File: config.mk
export PLATFORM = sky130hd
export DESIGN_NAME = mem_rdata_responder
export DESIGN_NICKNAME = d
export VERILOG_FILES = /design/src/rtl/mem_rdata_responder.sv
export SDC_FILE = /design/constraint.sdc
export NUM_CORES = 1
export LEC_CHECK = 0
export CAP_MARGIN = 5
export CORE_AREA = 2 2 256 258
export CTS_CLUSTER_DIAMETER = 40
export CTS_CLUSTER_SIZE = 30
export DETAILED_ROUTE_END_ITERATION = 12
export DIE_AREA = 0 0 258 260
export SYNTH_ARGS = -nofsm -noshare
export SYNTH_HDL_FRONTEND = slang
export SYNTH_SLANG_ARGS = --single-unit
File: constraint.sdc
create_clock -name CLK -period 8.6 [get_ports CLK]
set_clock_uncertainty 0.2 [all_clocks]
set_input_delay 1.72 -clock CLK [delete_from_list [all_inputs] [get_ports CLK]]
set_output_delay 1.72 -clock CLK [all_outputs]
set_load 0.1 [all_outputs]
File: src/rtl/mem_rdata_responder.sv
// Read-return path of the banked SRAM controller: read detect, array-latency tracking pipe, response FIFO.
// Optional RESP_PARITY_EN adds per-entry parity (ODATA_PAR) and a sticky capture parity check (PAR_ERR).
module mem_rdata_responder #(
    parameter int RD_LAT     = 1,
    parameter int FIFO_DEPTH = 4,
    parameter int NBANK      = 64,
    parameter int DW         = 8
) (
    input  logic                CLK,
    input  logic                RST,
    input  logic                MEM_CE,
    input  logic                MEM_WEB,
    input  logic [NBANK-1:0]    MEM_CSB,
    input  logic [NBANK-1:0]    MEM_OEB,
    input  logic [5:0]          MEM_ODATA_SELECT,
    input  logic [NBANK*DW-1:0] BANK_ODATA,
`ifdef RESP_PARITY_EN
    input  logic [NBANK-1:0]    BANK_PAR,
    output logic                ODATA_PAR,
    output logic                PAR_ERR,
`endif
    output logic [DW-1:0]       ODATA,
    output logic                ODATA_VALID,
    input  logic                ODATA_READY,
    output logic                RD_BUSY,
    output logic                OVERFLOW,
    output logic [2:0]          INFLIGHT
);

    localparam int AW = $clog2(FIFO_DEPTH);
    localparam int PW = AW + 1;

    logic [63:0]    csb_ext, oeb_ext;
    logic           rd_hit;

    logic [RD_LAT-1:0] pipe_vld_q, pipe_vld_d;
    logic [5:0]        pipe_sel_q [RD_LAT];
    logic [5:0]        pipe_sel_d [RD_LAT];
    logic [2:0]        inflight_q, inflight_d;

    logic           cap_vld;
    logic [5:0]     cap_sel;
    logic [DW-1:0]  cap_data;

    logic [DW-1:0]  mem_q [FIFO_DEPTH];
    logic [DW-1:0]  mem_d [FIFO_DEPTH];
    logic [PW-1:0]  wr_ptr_q, wr_ptr_d, rd_ptr_q, rd_ptr_d, occ_d;
    logic           full, pop, push_ok, drop;
    logic [DW-1:0]  odata_q, odata_d;
    logic           odata_valid_q, odata_valid_d;
    logic           rd_busy_q, rd_busy_d;
    logic           overflow_q, overflow_d;

    // Unused select codes read as deselected, so sel >= NBANK never hits
    always_comb begin
        csb_ext = '1;
        oeb_ext = '1;
        csb_ext[NBANK-1:0] = MEM_CSB;
        oeb_ext[NBANK-1:0] = MEM_OEB;
        rd_hit = MEM_CE & MEM_WEB & ~csb_ext[MEM_ODATA_SELECT] & ~oeb_ext[MEM_ODATA_SELECT];
    end

    always_comb begin
        pipe_vld_d[0] = rd_hit;
        pipe_sel_d[0] = MEM_ODATA_SELECT;
        for (int i = 1; i < RD_LAT; i++) begin
            pipe_vld_d[i] = pipe_vld_q[i-1];
            pipe_sel_d[i] = pipe_sel_q[i-1];
        end
        inflight_d = '0;
        for (int i = 0; i < RD_LAT; i++) begin
            inflight_d = inflight_d + 3'(pipe_vld_d[i]);
        end
    end

    assign cap_vld  = pipe_vld_q[RD_LAT-1];
    assign cap_sel  = pipe_sel_q[RD_LAT-1];
    assign cap_data = BANK_ODATA[int'(cap_sel)*DW +: DW];

    // A pop frees the head slot this cycle, so a push into a full FIFO is still legal
    always_comb begin
        full     = (wr_ptr_q ^ rd_ptr_q) == {1'b1, {AW{1'b0}}};
        pop      = odata_valid_q & ODATA_READY;
        push_ok  = cap_vld & (~full | pop);
        drop     = cap_vld & full & ~pop;
        mem_d    = mem_q;
        if (push_ok) begin
            mem_d[wr_ptr_q[AW-1:0]] = cap_data;
        end
        wr_ptr_d = wr_ptr_q + PW'(push_ok);
        rd_ptr_d = rd_ptr_q + PW'(pop);
        occ_d    = wr_ptr_d - rd_ptr_d;
        // Output register shows the head once its write has landed in storage
        odata_valid_d = (wr_ptr_q != rd_ptr_d);
        odata_d       = mem_q[rd_ptr_d[AW-1:0]];
        rd_busy_d     = (int'(occ_d) + int'(inflight_d)) >= (FIFO_DEPTH - 1);
        overflow_d    = overflow_q | drop;
    end

    always_ff @(posedge CLK) begin
        if (RST) begin
            pipe_vld_q    <= '0;
            for (int i = 0; i < RD_LAT; i++) pipe_sel_q[i] <= '0;
            inflight_q    <= '0;
            wr_ptr_q      <= '0;
            rd_ptr_q      <= '0;
            odata_q       <= '0;
            odata_valid_q <= 1'b0;
            rd_busy_q     <= 1'b0;
            overflow_q    <= 1'b0;
        end else begin
            pipe_vld_q    <= pipe_vld_d;
            for (int i = 0; i < RD_LAT; i++) pipe_sel_q[i] <= pipe_sel_d[i];
            inflight_q    <= inflight_d;
            wr_ptr_q      <= wr_ptr_d;
            rd_ptr_q      <= rd_ptr_d;
            odata_q       <= odata_d;
            odata_valid_q <= odata_valid_d;
            rd_busy_q     <= rd_busy_d;
            overflow_q    <= overflow_d;
        end
    end

    always_ff @(posedge CLK) begin
        mem_q <= mem_d;
    end

    assign ODATA       = odata_q;
    assign ODATA_VALID = odata_valid_q;
    assign RD_BUSY     = rd_busy_q;
    assign OVERFLOW    = overflow_q;
    assign INFLIGHT    = inflight_q;

`ifdef RESP_PARITY_EN
    logic mem_par_q [FIFO_DEPTH];
    logic mem_par_d [FIFO_DEPTH];
    logic odata_par_q, odata_par_d;
    logic par_err_q, par_err_d;

    // Every capture is checked, including bytes that are then dropped
    always_comb begin
        mem_par_d = mem_par_q;
        if (push_ok) begin
            mem_par_d[wr_ptr_q[AW-1:0]] = ^cap_data;
        end
        odata_par_d = mem_par_q[rd_ptr_d[AW-1:0]];
        par_err_d   = par_err_q | (cap_vld & (BANK_PAR[cap_sel] != ^cap_data));
    end

    always_ff @(posedge CLK) begin
        if (RST) begin
            odata_par_q <= 1'b0;
            par_err_q   <= 1'b0;
        end else begin
            odata_par_q <= odata_par_d;
            par_err_q   <= par_err_d;
        end
    end

    always_ff @(posedge CLK) begin
        mem_par_q <= mem_par_d;
    end

    assign ODATA_PAR = odata_par_q;
    assign PAR_ERR   = par_err_q;
`endif

endmodule
After elaboration in Yosys (flattened, before gate mapping)
Memories as Yosys holds them, arrays and structs flattened.
Index checks and enable logic that the tools add are counted.
{ "op_classes": {"add_sub_neg": 4, "multipliers": 0, "div_mod_pow": 0, "magnitude_cmp": 5, "eq_ne": 2, "shifts": 1, "n_mux": 15, "bitwise": 16, "reduce_logical": 2} }
{ "ops": {"columns": ["cell", "count"], "rows": [
  ["512-bit by 10-bit variable part select with 8-bit output", 1],
  ["32-bit bitwise mux", 1],
  ["8-bit two-way mux", 3],
  ["8-bit binary-select mux with 2-bit select", 1],
  ["8-bit demux with 2-bit select", 1],
  ["1-bit binary-select mux with 6-bit select", 2],
  ["1-bit bitwise AND", 7],
  ["6-bit by 7-bit < comparator with 1-bit output, second input constant", 1],
  ["3-bit by 1-bit adder with 3-bit output", 2],
  ["3-bit >= comparator, second input constant", 2],
  ["1-bit two-way mux", 6],
  ["6-bit two-way mux", 1],
  ["2-bit NOT with 3-bit output", 2],
  ["6-bit OR reduction", 1],
  ["3-bit by 1-bit adder with 4-bit output", 1],
  ["4-bit by 2-bit >= comparator with 1-bit output, second input constant", 1],
  ["1-bit NOT", 4],
  ["3-bit == test, second input constant", 1],
  ["3-bit by 1-bit < comparator with 1-bit output, second input constant", 1],
  ["3-bit inequality test", 1],
  ["3-bit subtractor", 1],
  ["3-bit bitwise XOR", 1],
  ["1-bit OR", 2],
  ["1-bit logical AND", 1]
]} }
{ "totals": {"ff_bits": 52, "latch_bits": 0, "ram_bits": 6, "rom_bits": 0, "input_bits": 651, "output_inout_bits": 14, "elab_cells": 58, "n_memories": 1} }
{ "mem_list": {"columns": ["memory", "words", "word_bits", "read_ports", "rd_clocked_by_memory_dff", "wr", "line_no", "source"], "rows": [
  ["pipe_sel_q", 1, 6, 1, 0, 1, "37", "logic [5:0] pipe_sel_q [RD_LAT];"]
]} }

Logic depth before layout (Yosys ltp)
{ "depth": {"word_depth": 9, "mapped_depth": 14, "mapped_depth_nobuf": 14} }

Worst setup path after synthesis
No wires, ideal clock.
{ "synth_timing": {"path_type": "in2reg", "from": "input port ODATA_READY", "to": "register rd_busy_q, in the netlist RD_BUSY", "setup_time_ns": 0.132, "arrival_time_ns": 3.638, "required_ns": 8.268, "setup_slack_ns": 4.630, "stages": 13, "n_path_buf": 0, "cell_sequence": "and2_1 > nor2_1 > nand3_1 > nand2_1 > inv_1 > ha_1 > ha_1 > inv_1 > fa_1 > inv_1 > ha_1 > o21ai_0 > a21oi_1"} }
{ "synth_between": {"elab_chain_cells": 7, "word_cells_on_any_way": 8, "classes_between": "4 x add/sub; 1 x order compare; 3 x bitwise"} }
{ "synth_rtl": {"columns": ["element", "line_no", "source"], "rows": [
  ["from (decl)", "24", "input logic ODATA_READY,"],
  ["1-bit bitwise AND", "83", "pop = odata_valid_q & ODATA_READY;"],
  ["1-bit OR", "84", "push_ok = cap_vld & (~full | pop);"],
  ["1-bit bitwise AND", "84", null],
  ["3-bit by 1-bit adder with 3-bit output", "90", "wr_ptr_d = wr_ptr_q + PW'(push_ok);"],
  ["net wr_ptr_d[1]", "47", "logic [PW-1:0] wr_ptr_q, wr_ptr_d, rd_ptr_q, rd_ptr_d, occ_d;"],
  ["3-bit subtractor", "92", "occ_d = wr_ptr_d - rd_ptr_d;"],
  ["3-bit by 1-bit adder with 4-bit output", "96", "rd_busy_d = (int'(occ_d) + int'(inflight_d)) >= (FIFO_DEPTH - 1);"],
  ["4-bit by 2-bit >= comparator with 1-bit output", "96", null],
  ["to (signal assigned)", "119", "rd_busy_q <= rd_busy_d;"],
  ["to (decl)", "51", "logic rd_busy_q, rd_busy_d;"]
]} }
The timed path passes the listed nets, and every way through them passes these cells.
A chain may end at the register's enable or synchronous reset.

Worst setup path in the final report
{ "layout_timing": {"from": "input port MEM_ODATA_SELECT[2]", "to": "register rd_busy_q, in the netlist RD_BUSY"} }
{ "layout_between": {"elab_chain_cells": 7, "word_cells_on_any_way": 10, "classes_between": "1 x add/sub; 1 x order compare; 4 x mux; 4 x bitwise"} }
{ "layout_rtl": {"columns": ["element", "line_no", "source"], "rows": [
  ["from (decl)", "15", "input logic [5:0] MEM_ODATA_SELECT,"],
  ["1-bit binary-select mux with 6-bit select", "60", "rd_hit = MEM_CE & MEM_WEB & ~csb_ext[MEM_ODATA_SELECT] & ~oeb_ext[MEM_ODATA_SELECT];"],
  ["1-bit two-way mux (implied by the code)", "60", null],
  ["1-bit NOT", "60", null],
  ["1-bit bitwise AND", "60", null],
  ["1-bit bitwise AND *", "60", null],
  ["net pipe_vld_d", "36", "logic [RD_LAT-1:0] pipe_vld_q, pipe_vld_d;"],
  ["3-bit by 1-bit adder with 4-bit output *", "96", null],
  ["4-bit by 2-bit >= comparator with 1-bit output *", "96", null]
]} }
The timed path passes the listed nets; every way through them passes the cells marked *. The select of a mux whose other input is x is not followed.

==> summary.txt <==
FILL cells = 6777
Initial antenna violation count = 15
Syn_area_per_cell = 14.0 um^2
Endpoint class of the critical path = register
EDFF count, synth = 32
Minimum clock period after layout = 4970 ps
RSZ-0062 raised after global routing = no
Critical path class = in -> reg
Vias in the first global route = 8624
Outcome = complete, no violations
Synth top area share = 55.2%
Nets = 1771
Ys Warns = 0
Avg WL per Cell = 25.0 um
Initial Util = 10.7%
Global route total overflow = 0
Drt total wl = 49300 um
Crit Path Max Fanout = 26
TNS Setup = 0 ps
Crit start category = input port
Via count = 7706
CP arrival = 4940 ps
Horiz. Die Dim = 258 um
# resized after CTS = 0
Postcts setup bufs = 0
Row cnt = 93
Die area = 0.0671 mm^2
Most frequent cells after synthesis = mux4_2, edfxtp_1, nor2_1
Share of layout cells above drive strength 1 = 17.8%
Max Cap Viol = 0
Via/cell ratio = 3.90
Worst IR Drop VDD = 0.0623 mV
Largest net degree at the start of global routing = 97
Worst skew pair latency = 290 ps
Die height = 260 um
Final non-filler cell total = 1974
Worst hold path class = reg -> reg
Static Leak = 0.00462 uW
Power Density = 80.4 mW/mm^2
Highest clock rate = 201 MHz
DRC Markers = 0
Placed instance count = 1960
Io pins = 665
First-pass GRT wire length = 65400 um
Core Region = 0.0641 mm^2
RePlAce Congestion = 0.971
Pre-Repair DR Iteration Count = 4
Hold buffers post-CTS = 0
Clk buf depth = 2
Crit path required time = 8580 ps
Num CTS Buffers = 5
Final Hold Fails = 0
Initial DRC Count = 367
Synthesized flop and latch total = 56
Worst-Margin Slew = 1050 ps
Ranking of synthesized cells by area = mux4_2, edfxtp_1, dfxtp_1
TritonCTS clock tree = done
Top_reg_cell synth = edfxtp_1
IO Port Bufs = 662
# clock sinks = 56
Top-count cell post-synth = mux4_2
Period utilisation layout = 57.8%
Root Buffer = clkbuf_16
Seq/Total Area, Yosys = 21.0%
DPL Wire Length = 43500 um
# H-tree levels = 2
Yosys cell types = 48
Final setup fails = 0
Asr flop ratio synth = 0%
Slew headroom = 29.6%
Total GRT Usage = 13.9%
Largest area contributor in the netlist = mux4_2
Synth Cell Area = 0.00685 mm^2
Area Growth Syn to Fin = 112%
Cell count after synthesis = 490
CTS clk-pin slew, worst paths = 70 ps
Slew Viols, Final = 0
ANT nets after route = 0
## logic make-up (layout without fill, tap and decap cells)
logic type                 after synthesis  in the layout  share of synthesized area, %
adders and majority gates                8              8                          1.57
DFF                                     56             56                          21.0
AOI/OAI and AO/OA                       75             75                          8.17
other                                    1              8                        0.0548
and+or+nand+nor                        108            108                          8.28
muxes                                  168            168                          55.2
xor gates and xnor gates                10             10                          1.28
buffers and inverters                   64            686                          4.37
## where the power goes
part / switching (uW) / total (uW) / internal [uW]
sequential: 22.0 / 318 / 296
combinational: 228 / 646 / 418
clock: 95.2 / 204 / 109
## placed cells by master (no fill, tap or decap), types with 9 or more instances in the layout
cell type / count
clkdlybuf4s50_1: 661
mux4_2: 168
edfxtp_1: 32
nor2_1: 26
nor3_1: 21
dfxtp_1: 20
nor2b_1: 19
a22oi_1: 17
nand2_1: 15
a21oi_1: 11
inv_1: 9
o311ai_0: 9
## through the flow
stage	setup slack, ps	total power, uW	hold slack, ps	instance area (um^2)	utilization, %
final	3630	1170	336	14500	22.6
after global routing	3370	1220	356	14500	22.6
after CTS	3640	1190	328	14500	22.6
after detailed placement	3320	981	309	14400	22.4
after global placement	3330	977	271	14400	22.4
after floorplan	4630	559	280	6850	-
## final cells by class
type / instances / area (um^2) / area share, %
tap: 855 / 1070 / 7.37
clock buffer: 5 / 125 / 0.862
antenna: 6 / 15.0 / 0.103
clock inverter: 3 / 21.3 / 0.147
multi-input combinational: 371 / 5110 / 35.2
inverter: 9 / 33.8 / 0.233
sequential: 56 / 1450 / 10.0
timing repair buffer: 669 / 6690 / 46.1
## registers in the layout, indices dropped and copies added, names as in the netlist
register	count
INFLIGHT	1
ODATA	8
ODATA_VALID	1
OVERFLOW	1
RD_BUSY	1
mem_q	32
pipe_sel_q	6
rd_ptr_q	3
wr_ptr_q	3
## critical path: stages
cell and delay [ps]:
clkdlybuf4s50_1 1050, or3b_2 500, o311a_1 140, o211ai_1 180
a41o_1 210, o41ai_1 90, nor3_1 410, ha_1 250
ha_1 160, nand3_1 60, o21ai_0 80, a21oi_1 80
## routing by layer
| layer | GRT usage, % | vias to the layer above | share of wire [%] |
|---|---|---|---|
| met3 | 3.70 | 42 | 7.7 |
| li1 | - | 3406 | - |
| met5 | 0 | - | 0.13 |
| met2 | 26.5 | 439 | 54 |
| met1 | 15.1 | 3809 | 36 |
| met4 | 3.47 | 10 | 1.9 |
## final timing paths
check / from / endpoint / slack, ps / depth (start not counted)
worst max-delay path: MEM_ODATA_SELECT[2] / RD_BUSY$_SDFF_PP0_ / 3630 / 12
worst min register to register: OVERFLOW$_SDFF_PP0_ / OVERFLOW$_SDFF_PP0_ / 340 / 2
worst min-delay path: OVERFLOW$_SDFF_PP0_ / OVERFLOW$_SDFF_PP0_ / 340 / 2
worst max register to register: pipe_sel_q[0][1]$_SDFF_PP0_ / mem_q[23]$_DFFE_PP_ / 4590 / 5
(Power assumes the default switching activity.)
